==> config.mk <==
export PLATFORM = sky130hd
export DESIGN_NAME = jstk_poll_ctrl
export DESIGN_NICKNAME = d
export VERILOG_FILES = /design/src/rtl/jstk_poll_ctrl.sv
export SDC_FILE = /design/constraint.sdc
export NUM_CORES = 1
export LEC_CHECK = 0
export BUFFER_PORTS_ARGS = -buffer_cell sky130_fd_sc_hd__buf_4
export CORE_MARGIN = 4
export CORE_UTILIZATION = 58
export CTS_CLUSTER_SIZE = 10
export DETAILED_ROUTE_END_ITERATION = 12
export PLACE_DENSITY = 0.93
export SLEW_MARGIN = 40
export SYNTH_ARGS = -nofsm -noshare
export SYNTH_HDL_FRONTEND = slang
export SYNTH_SLANG_ARGS = --single-unit
==> constraint.sdc <==
create_clock -name clk_i -period 6.3 [get_ports clk_i]
set_input_delay 0.63 -clock clk_i [delete_from_list [all_inputs] [get_ports clk_i]]
set_output_delay 0.63 -clock clk_i [all_outputs]
set_load 0.02 [all_outputs]
==> src/rtl/jstk_poll_ctrl.sv <==
// PmodJSTK poll sequencer: times SPI transactions, guards them with a timeout and
// decodes each 40-bit reply into position, buttons and debounced direction events.
module jstk_poll_ctrl #(
    parameter int unsigned POLL_CYCLES    = 20_000_000,
    parameter int unsigned TIMEOUT_CYCLES = 200_000,
    parameter logic [9:0]  DEAD_LO        = 10'd300,
    parameter logic [9:0]  DEAD_HI        = 10'd724,
    parameter int unsigned REPEAT_POLLS   = 3
) (
    input  logic        clk_i,
    input  logic        rst_i,
    input  logic        enable_i,
    input  logic [1:0]  led_i,
    output logic        spi_start_o,
    output logic [7:0]  spi_din_o,
    input  logic        spi_done_i,
    input  logic [39:0] spi_dout_i,
    output logic [9:0]  pos_x_o,
    output logic [9:0]  pos_y_o,
    output logic [2:0]  btn_o,
    output logic [2:0]  btn_press_o,
    output logic [3:0]  dir_evt_o,
    output logic        data_valid_o,
    output logic        timeout_o,
    output logic [1:0]  state_o
);

    localparam int PW = $clog2(POLL_CYCLES + 1);
    localparam int TW = $clog2(TIMEOUT_CYCLES + 1);
    localparam int RW = $clog2(REPEAT_POLLS + 1);

    typedef enum logic [1:0] {
        S_IDLE  = 2'd0,
        S_START = 2'd1,
        S_WAIT  = 2'd2,
        S_LATCH = 2'd3
    } state_t;

    typedef enum logic [1:0] {
        Z_CENTER = 2'd0,
        Z_LOW    = 2'd1,
        Z_HIGH   = 2'd2
    } zone_t;

    state_t          state_q, state_d;
    logic [PW-1:0]   poll_q, poll_d;
    logic [TW-1:0]   to_q, to_d;
    logic [7:0]      spi_din_q, spi_din_d;
    logic            start_q, start_d;
    logic            valid_q, valid_d;
    logic            timeout_q, timeout_d;
    logic [9:0]      pos_x_q, pos_x_d;
    logic [9:0]      pos_y_q, pos_y_d;
    logic [2:0]      btn_q, btn_d;
    logic [2:0]      press_q, press_d;
    logic [3:0]      dir_q, dir_d;
    zone_t           zone_x_q, zone_x_d;
    zone_t           zone_y_q, zone_y_d;
    logic [RW-1:0]   rpt_x_q, rpt_x_d;
    logic [RW-1:0]   rpt_y_q, rpt_y_d;

    logic [9:0]      new_x, new_y;
    logic [2:0]      new_btn;
    zone_t           new_zx, new_zy;
    logic            pulse_x, pulse_y;
    logic [RW-1:0]   rpt_x_nxt, rpt_y_nxt;
    logic            unused_dout_bits;

    assign new_x   = {spi_dout_i[25:24], spi_dout_i[39:32]};
    assign new_y   = {spi_dout_i[9:8], spi_dout_i[23:16]};
    assign new_btn = spi_dout_i[2:0];
    assign unused_dout_bits = ^{spi_dout_i[31:26], spi_dout_i[15:10], spi_dout_i[7:3]};

    function automatic zone_t zone_of(input logic [9:0] v);
        if (v < DEAD_LO) begin
            return Z_LOW;
        end
        if (v > DEAD_HI) begin
            return Z_HIGH;
        end
        return Z_CENTER;
    endfunction

    // A fresh excursion fires at once; holding the same side fires every REPEAT_POLLS polls.
    function automatic void axis_step(input zone_t z_new, input zone_t z_old,
                                      input logic [RW-1:0] cnt,
                                      output logic pulse, output logic [RW-1:0] cnt_n);
        pulse = 1'b0;
        cnt_n = '0;
        if (z_new != Z_CENTER) begin
            if (z_new != z_old) begin
                pulse = 1'b1;
            end else if (cnt + RW'(1) == RW'(REPEAT_POLLS)) begin
                pulse = 1'b1;
            end else begin
                cnt_n = cnt + RW'(1);
            end
        end
    endfunction

    assign new_zx = zone_of(new_x);
    assign new_zy = zone_of(new_y);

    always_comb begin
        state_d   = state_q;
        poll_d    = (poll_q != '0) ? poll_q - PW'(1) : '0;
        to_d      = (to_q != '0) ? to_q - TW'(1) : '0;
        spi_din_d = spi_din_q;
        start_d   = 1'b0;
        valid_d   = 1'b0;
        press_d   = '0;
        dir_d     = '0;
        timeout_d = timeout_q;
        pos_x_d   = pos_x_q;
        pos_y_d   = pos_y_q;
        btn_d     = btn_q;
        zone_x_d  = zone_x_q;
        zone_y_d  = zone_y_q;
        rpt_x_d   = rpt_x_q;
        rpt_y_d   = rpt_y_q;
        axis_step(new_zx, zone_x_q, rpt_x_q, pulse_x, rpt_x_nxt);
        axis_step(new_zy, zone_y_q, rpt_y_q, pulse_y, rpt_y_nxt);

        case (state_q)
            S_IDLE: begin
                // Timers are loaded on entry so START already holds the full period.
                if (enable_i && poll_q == '0) begin
                    state_d   = S_START;
                    start_d   = 1'b1;
                    spi_din_d = {6'b100000, led_i};
                    poll_d    = PW'(POLL_CYCLES - 1);
                    to_d      = TW'(TIMEOUT_CYCLES - 1);
                end
            end
            S_START: begin
                state_d = S_WAIT;
            end
            S_WAIT: begin
                if (spi_done_i) begin
                    state_d   = S_LATCH;
                    valid_d   = 1'b1;
                    timeout_d = 1'b0;
                    pos_x_d   = new_x;
                    pos_y_d   = new_y;
                    btn_d     = new_btn;
                    press_d   = new_btn & ~btn_q;
                    zone_x_d  = new_zx;
                    zone_y_d  = new_zy;
                    rpt_x_d   = rpt_x_nxt;
                    rpt_y_d   = rpt_y_nxt;
                    dir_d     = {pulse_y && (new_zy == Z_HIGH), pulse_y && (new_zy == Z_LOW),
                                 pulse_x && (new_zx == Z_HIGH), pulse_x && (new_zx == Z_LOW)};
                end else if (to_q == '0) begin
                    state_d   = S_IDLE;
                    timeout_d = 1'b1;
                end
            end
            S_LATCH: begin
                state_d = S_IDLE;
            end
            default: begin
                state_d = S_IDLE;
            end
        endcase
    end

    always_ff @(posedge clk_i or posedge rst_i) begin
        if (rst_i) begin
            state_q   <= S_IDLE;
            poll_q    <= '0;
            to_q      <= '0;
            spi_din_q <= 8'h80;
            start_q   <= 1'b0;
            valid_q   <= 1'b0;
            timeout_q <= 1'b0;
            pos_x_q   <= '0;
            pos_y_q   <= '0;
            btn_q     <= '0;
            press_q   <= '0;
            dir_q     <= '0;
            zone_x_q  <= Z_CENTER;
            zone_y_q  <= Z_CENTER;
            rpt_x_q   <= '0;
            rpt_y_q   <= '0;
        end else begin
            state_q   <= state_d;
            poll_q    <= poll_d;
            to_q      <= to_d;
            spi_din_q <= spi_din_d;
            start_q   <= start_d;
            valid_q   <= valid_d;
            timeout_q <= timeout_d;
            pos_x_q   <= pos_x_d;
            pos_y_q   <= pos_y_d;
            btn_q     <= btn_d;
            press_q   <= press_d;
            dir_q     <= dir_d;
            zone_x_q  <= zone_x_d;
            zone_y_q  <= zone_y_d;
            rpt_x_q   <= rpt_x_d;
            rpt_y_q   <= rpt_y_d;
        end
    end

    assign spi_start_o  = start_q;
    assign spi_din_o    = spi_din_q;
    assign pos_x_o      = pos_x_q;
    assign pos_y_o      = pos_y_q;
    assign btn_o        = btn_q;
    assign btn_press_o  = press_q;
    assign dir_evt_o    = dir_q;
    assign data_valid_o = valid_q;
    assign timeout_o    = timeout_q;
    assign state_o      = state_q;

endmodule

======== After elaboration in Yosys (flattened, before gate mapping) ========
Index checks and enable logic that the tools add are counted.
word-level totals
  latch bits .............................. 0
  memory bits (writable) .................. 0
  bits of input ports ..................... 46
  memories ................................ 0
  word-level logic and storage cells ...... 102
  memory bits (read-only) ................. 0
  register bits after elaboration ......... 88
cells by class
  muxes and demuxes ....................... 46
  bitwise logic cells ..................... 2
  order comparisons ....................... 4
  $add $sub $neg .......................... 4
  divide/modulo/power cells ............... 0
  shift operators ......................... 0
  multiply operators ...................... 0
  reduce and logical (&&, ||, !) cells .... 17
  equal/unequal tests ..................... 13
operators with widths
  operator               count
  $mux 25                3
  $mux 18                3
  $mux 2                 17
  $logic_not 25->1       1
  $reduce_bool 25->1     1
  $sub 25x1->25 const B  1
  $gt 10x10->1 const B   2
  $lt 10x9->1 const B    2
  $logic_not 18->1       1
  $mux 1                 18
  $reduce_bool 18->1     1
  $sub 18x1->18 const B  1
  $eq 2x2->1 const B     6
  $mux 4                 2
  $pmux 2 s4             1
  $reduce_and 2->1       4
  $eq 2x1->1 const B     3
  $mux 3                 2
  $reduce_bool 2->1      3
  $logic_and 1x1->1      5
  $add 2x1->2 const B    2
  $ne 2x2->1             2
  $and 3x3->3            1
  $ne 3x3->1 const B     1
  other kinds (3)        3

======== Longest topological paths before layout ========
  word-level depth ........................ 11
  gate-level depth with buffers ........... 7
  gate-level depth less buffers ........... 7

======== Least setup slack after synthesis ========
OpenSTA, ideal clock, no wires.
  kind .................................... reg-to-reg
  from .................................... reg to_q[4]
  to ...................................... reg to_q[16]
  arrival ................................. 1827 ps
  clock period less this slack ............ 1896 ps
  setup slack ............................. 4404 ps
  cell stages (with the launch flop) ...... 7
  buffers on the path ..................... 1
  setup time .............................. 69 ps
  path through ............................ dfrtp_1 -> or4_1 -> buf_2 -> nor4_4 -> nand2_1 -> or4_1 -> nand3_1
on the way
  cells in the longest elaborated chain, start to end .. 4
  elaborated cells between the ends (all ways) .. 5
  classes of those cells .................. add/sub: 1; mux: 3; reduce/logical: 1
RTL lines
  what                                                        RTL line  source
  start, declared                                             47        logic [TW-1:0] to_q, to_d;
  start signal, assigned                                      188       to_q <= to_d;
  $sub 18x1->18 / $reduce_bool 18->1 (equally long branches)  107       to_d = (to_q != '0) ? to_q - TW'(1) : '0;
  $mux 18 (*)                                                 107
  $mux 18                                                     127       if (enable_i && poll_q == '0) begin
  $mux 18 (*)                                                 124       case (state_q)
  named net to_d[16]                                          47
Mark *: on every way through the listed nets, which the timed path passes. The rest lies on a longest branch.
A chain may end at the register's enable or synchronous reset.

======== Final worst setup path ========
  from .................................... reg poll_q[3]
  to ...................................... reg poll_q[4]
on the way
  cells in the longest elaborated chain, start to end .. 4
  elaborated cells between the ends (all ways) .. 7
  classes of those cells .................. add/sub: 1; mux: 3; reduce/logical: 3
RTL lines
  what                                                 RTL line  source
  start, declared                                      46        logic [PW-1:0] poll_q, poll_d;
  start signal, assigned                               187       poll_q <= poll_d;
  $sub 25x1->25 (tied with other cells)                106       poll_d = (poll_q != '0) ? poll_q - PW'(1) : '0;
  $mux 25 / $logic_and 1x1->1 (equally long branches)  106, 127
  $mux 25                                              127
  $mux 25 (*)                                          124
  named net poll_d[4]                                  46
Marked as above.

==> key figures <==
Synthesis
  • Largest area contributor in the netlist: dfrtp_1
  • Cell area after synthesis: around 0.0041 sq mm
  • Asr flop ratio synth: 100%
  • #FFs+latches synth: 88
  • Top_reg_cell synth: dfrtp_1
  • Top cells by area, synth: dfrtp_1, nand2_1, xnor2_1
  • Post-synthesis instance total: between 400 and 500
  • Seq/Total Area, Yosys: 53.7%
  • Yosys top cell area share: a little over half
  • Mapped Avg Cell Area: between 9 and 10 sq um
  • Ys Warns: 0
  • Yosys cell types: 42
  • Number of synthesized flops with an enable pin: 0

Critical path
  • Setup CP Type: reg -> reg
  • Endpoint type of the worst setup path: flip-flop
  • WP data required: 6.49 ns
  • WP data arrival: 2.80 ns
  • CP startpoint kind: flip-flop
  • Max FO, Critical Path: 13

STA
  • Unrepaired setup endpoints after global routing: false
  • Post-route setup TNS: 0 ns
  • Final Hold Vio Count: 0
  • Clock skew: approximately 0.013 ns
  • Maximum clock frequency: roughly 0.38 GHz
  • Max transition margin: between 40% and 50%
  • Final WS setup: roughly 3.7 ns
  • Final Max Slew Viols: 0
  • Endpoints failing setup: 0
  • Minimum clock period: ~2.6 ns
  • Worst hold slack: about 0.45 ns
  • Fin crit share: about two fifths
  • Slew @ Worst Pin: 0.787 ns

Global route
  • GR Overflow Total: 0
  • Grt peak-use layer: met2
  • GR Util All Layers: between 20 and 25%
  • Met1 Use GR: 26.6%
  • Largest net degree at the start of global routing: 89
  • Met3 Use GR: under 10%
  • Antenna violations before repair: 0
  • Met2 Usage GRT: 38.7%
  • Global-route wire length before repair: ~15000 um
  • Vias in the first global route: between 3000 and 4000

Clock network
  • Worst skew pair latency: ~0.35 ns
  • CTS resizes: 0
  • CTS H-Tree Depth: 3
  • CTS Buf Count: 9
  • CTS tree: yes
  • Longest Clk Path Bufs: 2
  • Setup bufs post-CTS: 0
  • Worst-path clk slew: around 0.080 ns
  • Hold buffer count at cts: 0
  • CTS Sinks: 88
  • Clock root cell: clkbuf_8

Place
  • Dpl ws: around 3.5 ns
  • DP HPWL: about 6400 um
  • Post-Place Cells: 580
  • Port bufs: 65
  • Placer Congestion: 0.824

Final layout
  • Layout Nets: roughly 550
  • Area Growth Syn to Fin: 18.2%
  • Number of diodes: 0
  • Non-Filler Instances: between 500 and 600
  • Core Util, Final: roughly 71%
  • Fraction of layout cells with a size suffix above 1: roughly 18%

Floorplanning
  • Initial Util: ~60%
  • Io pins: 89
  • Die Span X: just over 90 um
  • Die area: about 0.0085 sq mm
  • Die H: 92.1 um
  • Row cnt: 30
  • Placeable Area: about 0.007 sq mm

Routing
  • Post-route ant nets: 0
  • TritonRoute pass-1 iters: 7
  • DR vias/cell: 5.69
  • Drt total wl: approximately 9200 um
  • Wire per inst: approximately 15 um
  • Initial DRC count: ~170
  • Detailed-route via count: 3391
  • DRC: 0

Status
  • Outcome: finished, final reports clean

Power
  • Worst vdd ir: ~0.33 mV
  • PwrDens: ~370 mW/mm^2
  • Leak: ~2.3 nW

Job
  • Max-cap viol count: 0

Hold path
  • Hold WC Path Type: reg -> reg
metal layers:
layer	vias up	share of wire, %
li1	1591	-
met1	1635	41
met2	143	51
met3	22	6.3
met4	0	1.7
met5	-	0
logic make-up (layout without fill, tap and decap cells):
group | Yosys count | in the layout | share of synthesized area, %
AO/OA/AOI/OAI | 65 | 65 | 9.36
XOR/XNOR | 33 | 33 | 7.04
adder cells (fa/ha/maj) | 4 | 4 | 1.22
buffers and inverters | 31 | 95 | 3.44
flip-flops | 88 | 88 | 53.7
multiplexers | 2 | 2 | 0.518
other | 2 | 6 | 0.183
AND/OR/NAND/NOR | 207 | 207 | 24.6
sequential cells by signal, summed over array words and instances, names as in the netlist:
| signal | count |
|---|---|
| zone_y_q | 2 |
| pos_x_o | 10 |
| data_valid_o | 1 |
| rpt_x_q | 2 |
| btn_o | 3 |
| rpt_y_q | 2 |
| dir_evt_o | 4 |
| timeout_o | 1 |
| btn_press_o | 3 |
| poll_q | 25 |
| pos_y_o | 10 |
| to_q | 18 |
| spi_start_o | 1 |
| zone_x_q | 2 |
| spi_din_o | 2 |
| state_o | 2 |
metrics by stage:
step                instance area, sq um  total power, mW
floorplan                           4120             1.18
global placement                    4650             1.38
detailed placement                  4650             1.41
CTS                                 4850             1.80
global route                        4850             1.90
finish                              4850             1.79
cell usage after synthesis, drive strengths merged (4+ instances only):
cell type	instances
xnor2	21
nand3	10
nand2b	4
or4	4
inv	11
nor3	14
ha	4
nor2b	4
nor4	13
nor2	34
dfrtp	88
a21oi	21
nand4	4
o21ai	22
or3	7
clkbuf	11
nor3b	8
xor2	12
buf	8
nand2	95
final timing paths:
| path | startpoint | endpoint | slack (ns) | cells after the start |
|---|---|---|---|---|
| setup / recovery | poll_q[3] | poll_q[4] | 3.69 | 5 |
| hold / removal | btn_o[0] | btn_press_o[0] | 0.45 | 1 |
| setup reg to reg | poll_q[3] | poll_q[4] | 3.69 | 5 |
| hold reg to reg | btn_o[0] | btn_press_o[0] | 0.45 | 1 |
| max in group asynchronous | rst_i | poll_q[10] | 5.35 | 3 |
| min in group asynchronous | rst_i | pos_y_o[4] | 0.47 | 3 |
power by group:
group          total, mW  internal (mW)  switching, mW
registers          0.831          0.707          0.123
clock network      0.384          0.192          0.192
logic              0.575          0.240          0.335
total               1.79           1.14          0.650
worst max-delay path, cell delays in order (launching register included):
cell and delay (ns):
dfrtp_1 0.46, nor4_4 0.46, and3_1 0.29, nand3_1 0.39, nor2_1 0.76, a21oi_1 0.11
cell type report:
class	count	area, sq um
Fill cell	510	1980
Tap cell	96	120
Inverter	12	46.3
Multi-Input combinational cell	317	1780
Timing Repair Buffer	67	509
Clock inverter	6	58.8
Sequential cell	88	2200
Clock buffer	10	138
placed cells by master (no fill, tap or decap), types with 2 or more instances in the layout:
| cell type | count |
|---|---|
| nor3_1 | 14 |
| o2111ai_1 | 2 |
| o21a_1 | 3 |
| xnor2_1 | 21 |
| or4_1 | 4 |
| clkbuf_8 | 11 |
| o31ai_1 | 3 |
| nor2b_1 | 4 |
| or3_1 | 7 |
| buf_4 | 66 |
| xor2_1 | 12 |
| conb_1 | 6 |
| dfrtp_1 | 88 |
| clkinv_2 | 5 |
| o21ai_0 | 22 |
| inv_1 | 10 |
| nor2_1 | 34 |
| a31oi_1 | 3 |
| nor3b_1 | 8 |
| and3_1 | 3 |
| ha_1 | 4 |
| a21oi_1 | 21 |
| nor4_4 | 2 |
| and4_1 | 2 |
| nand3_1 | 10 |
| nor4b_1 | 3 |
| nand3b_1 | 2 |
| a21o_1 | 3 |
| nand2b_1 | 4 |
| o211ai_1 | 3 |
| nand4_1 | 4 |
| nand2_1 | 95 |
| nor4_1 | 10 |
(Power assumes the default switching activity.)
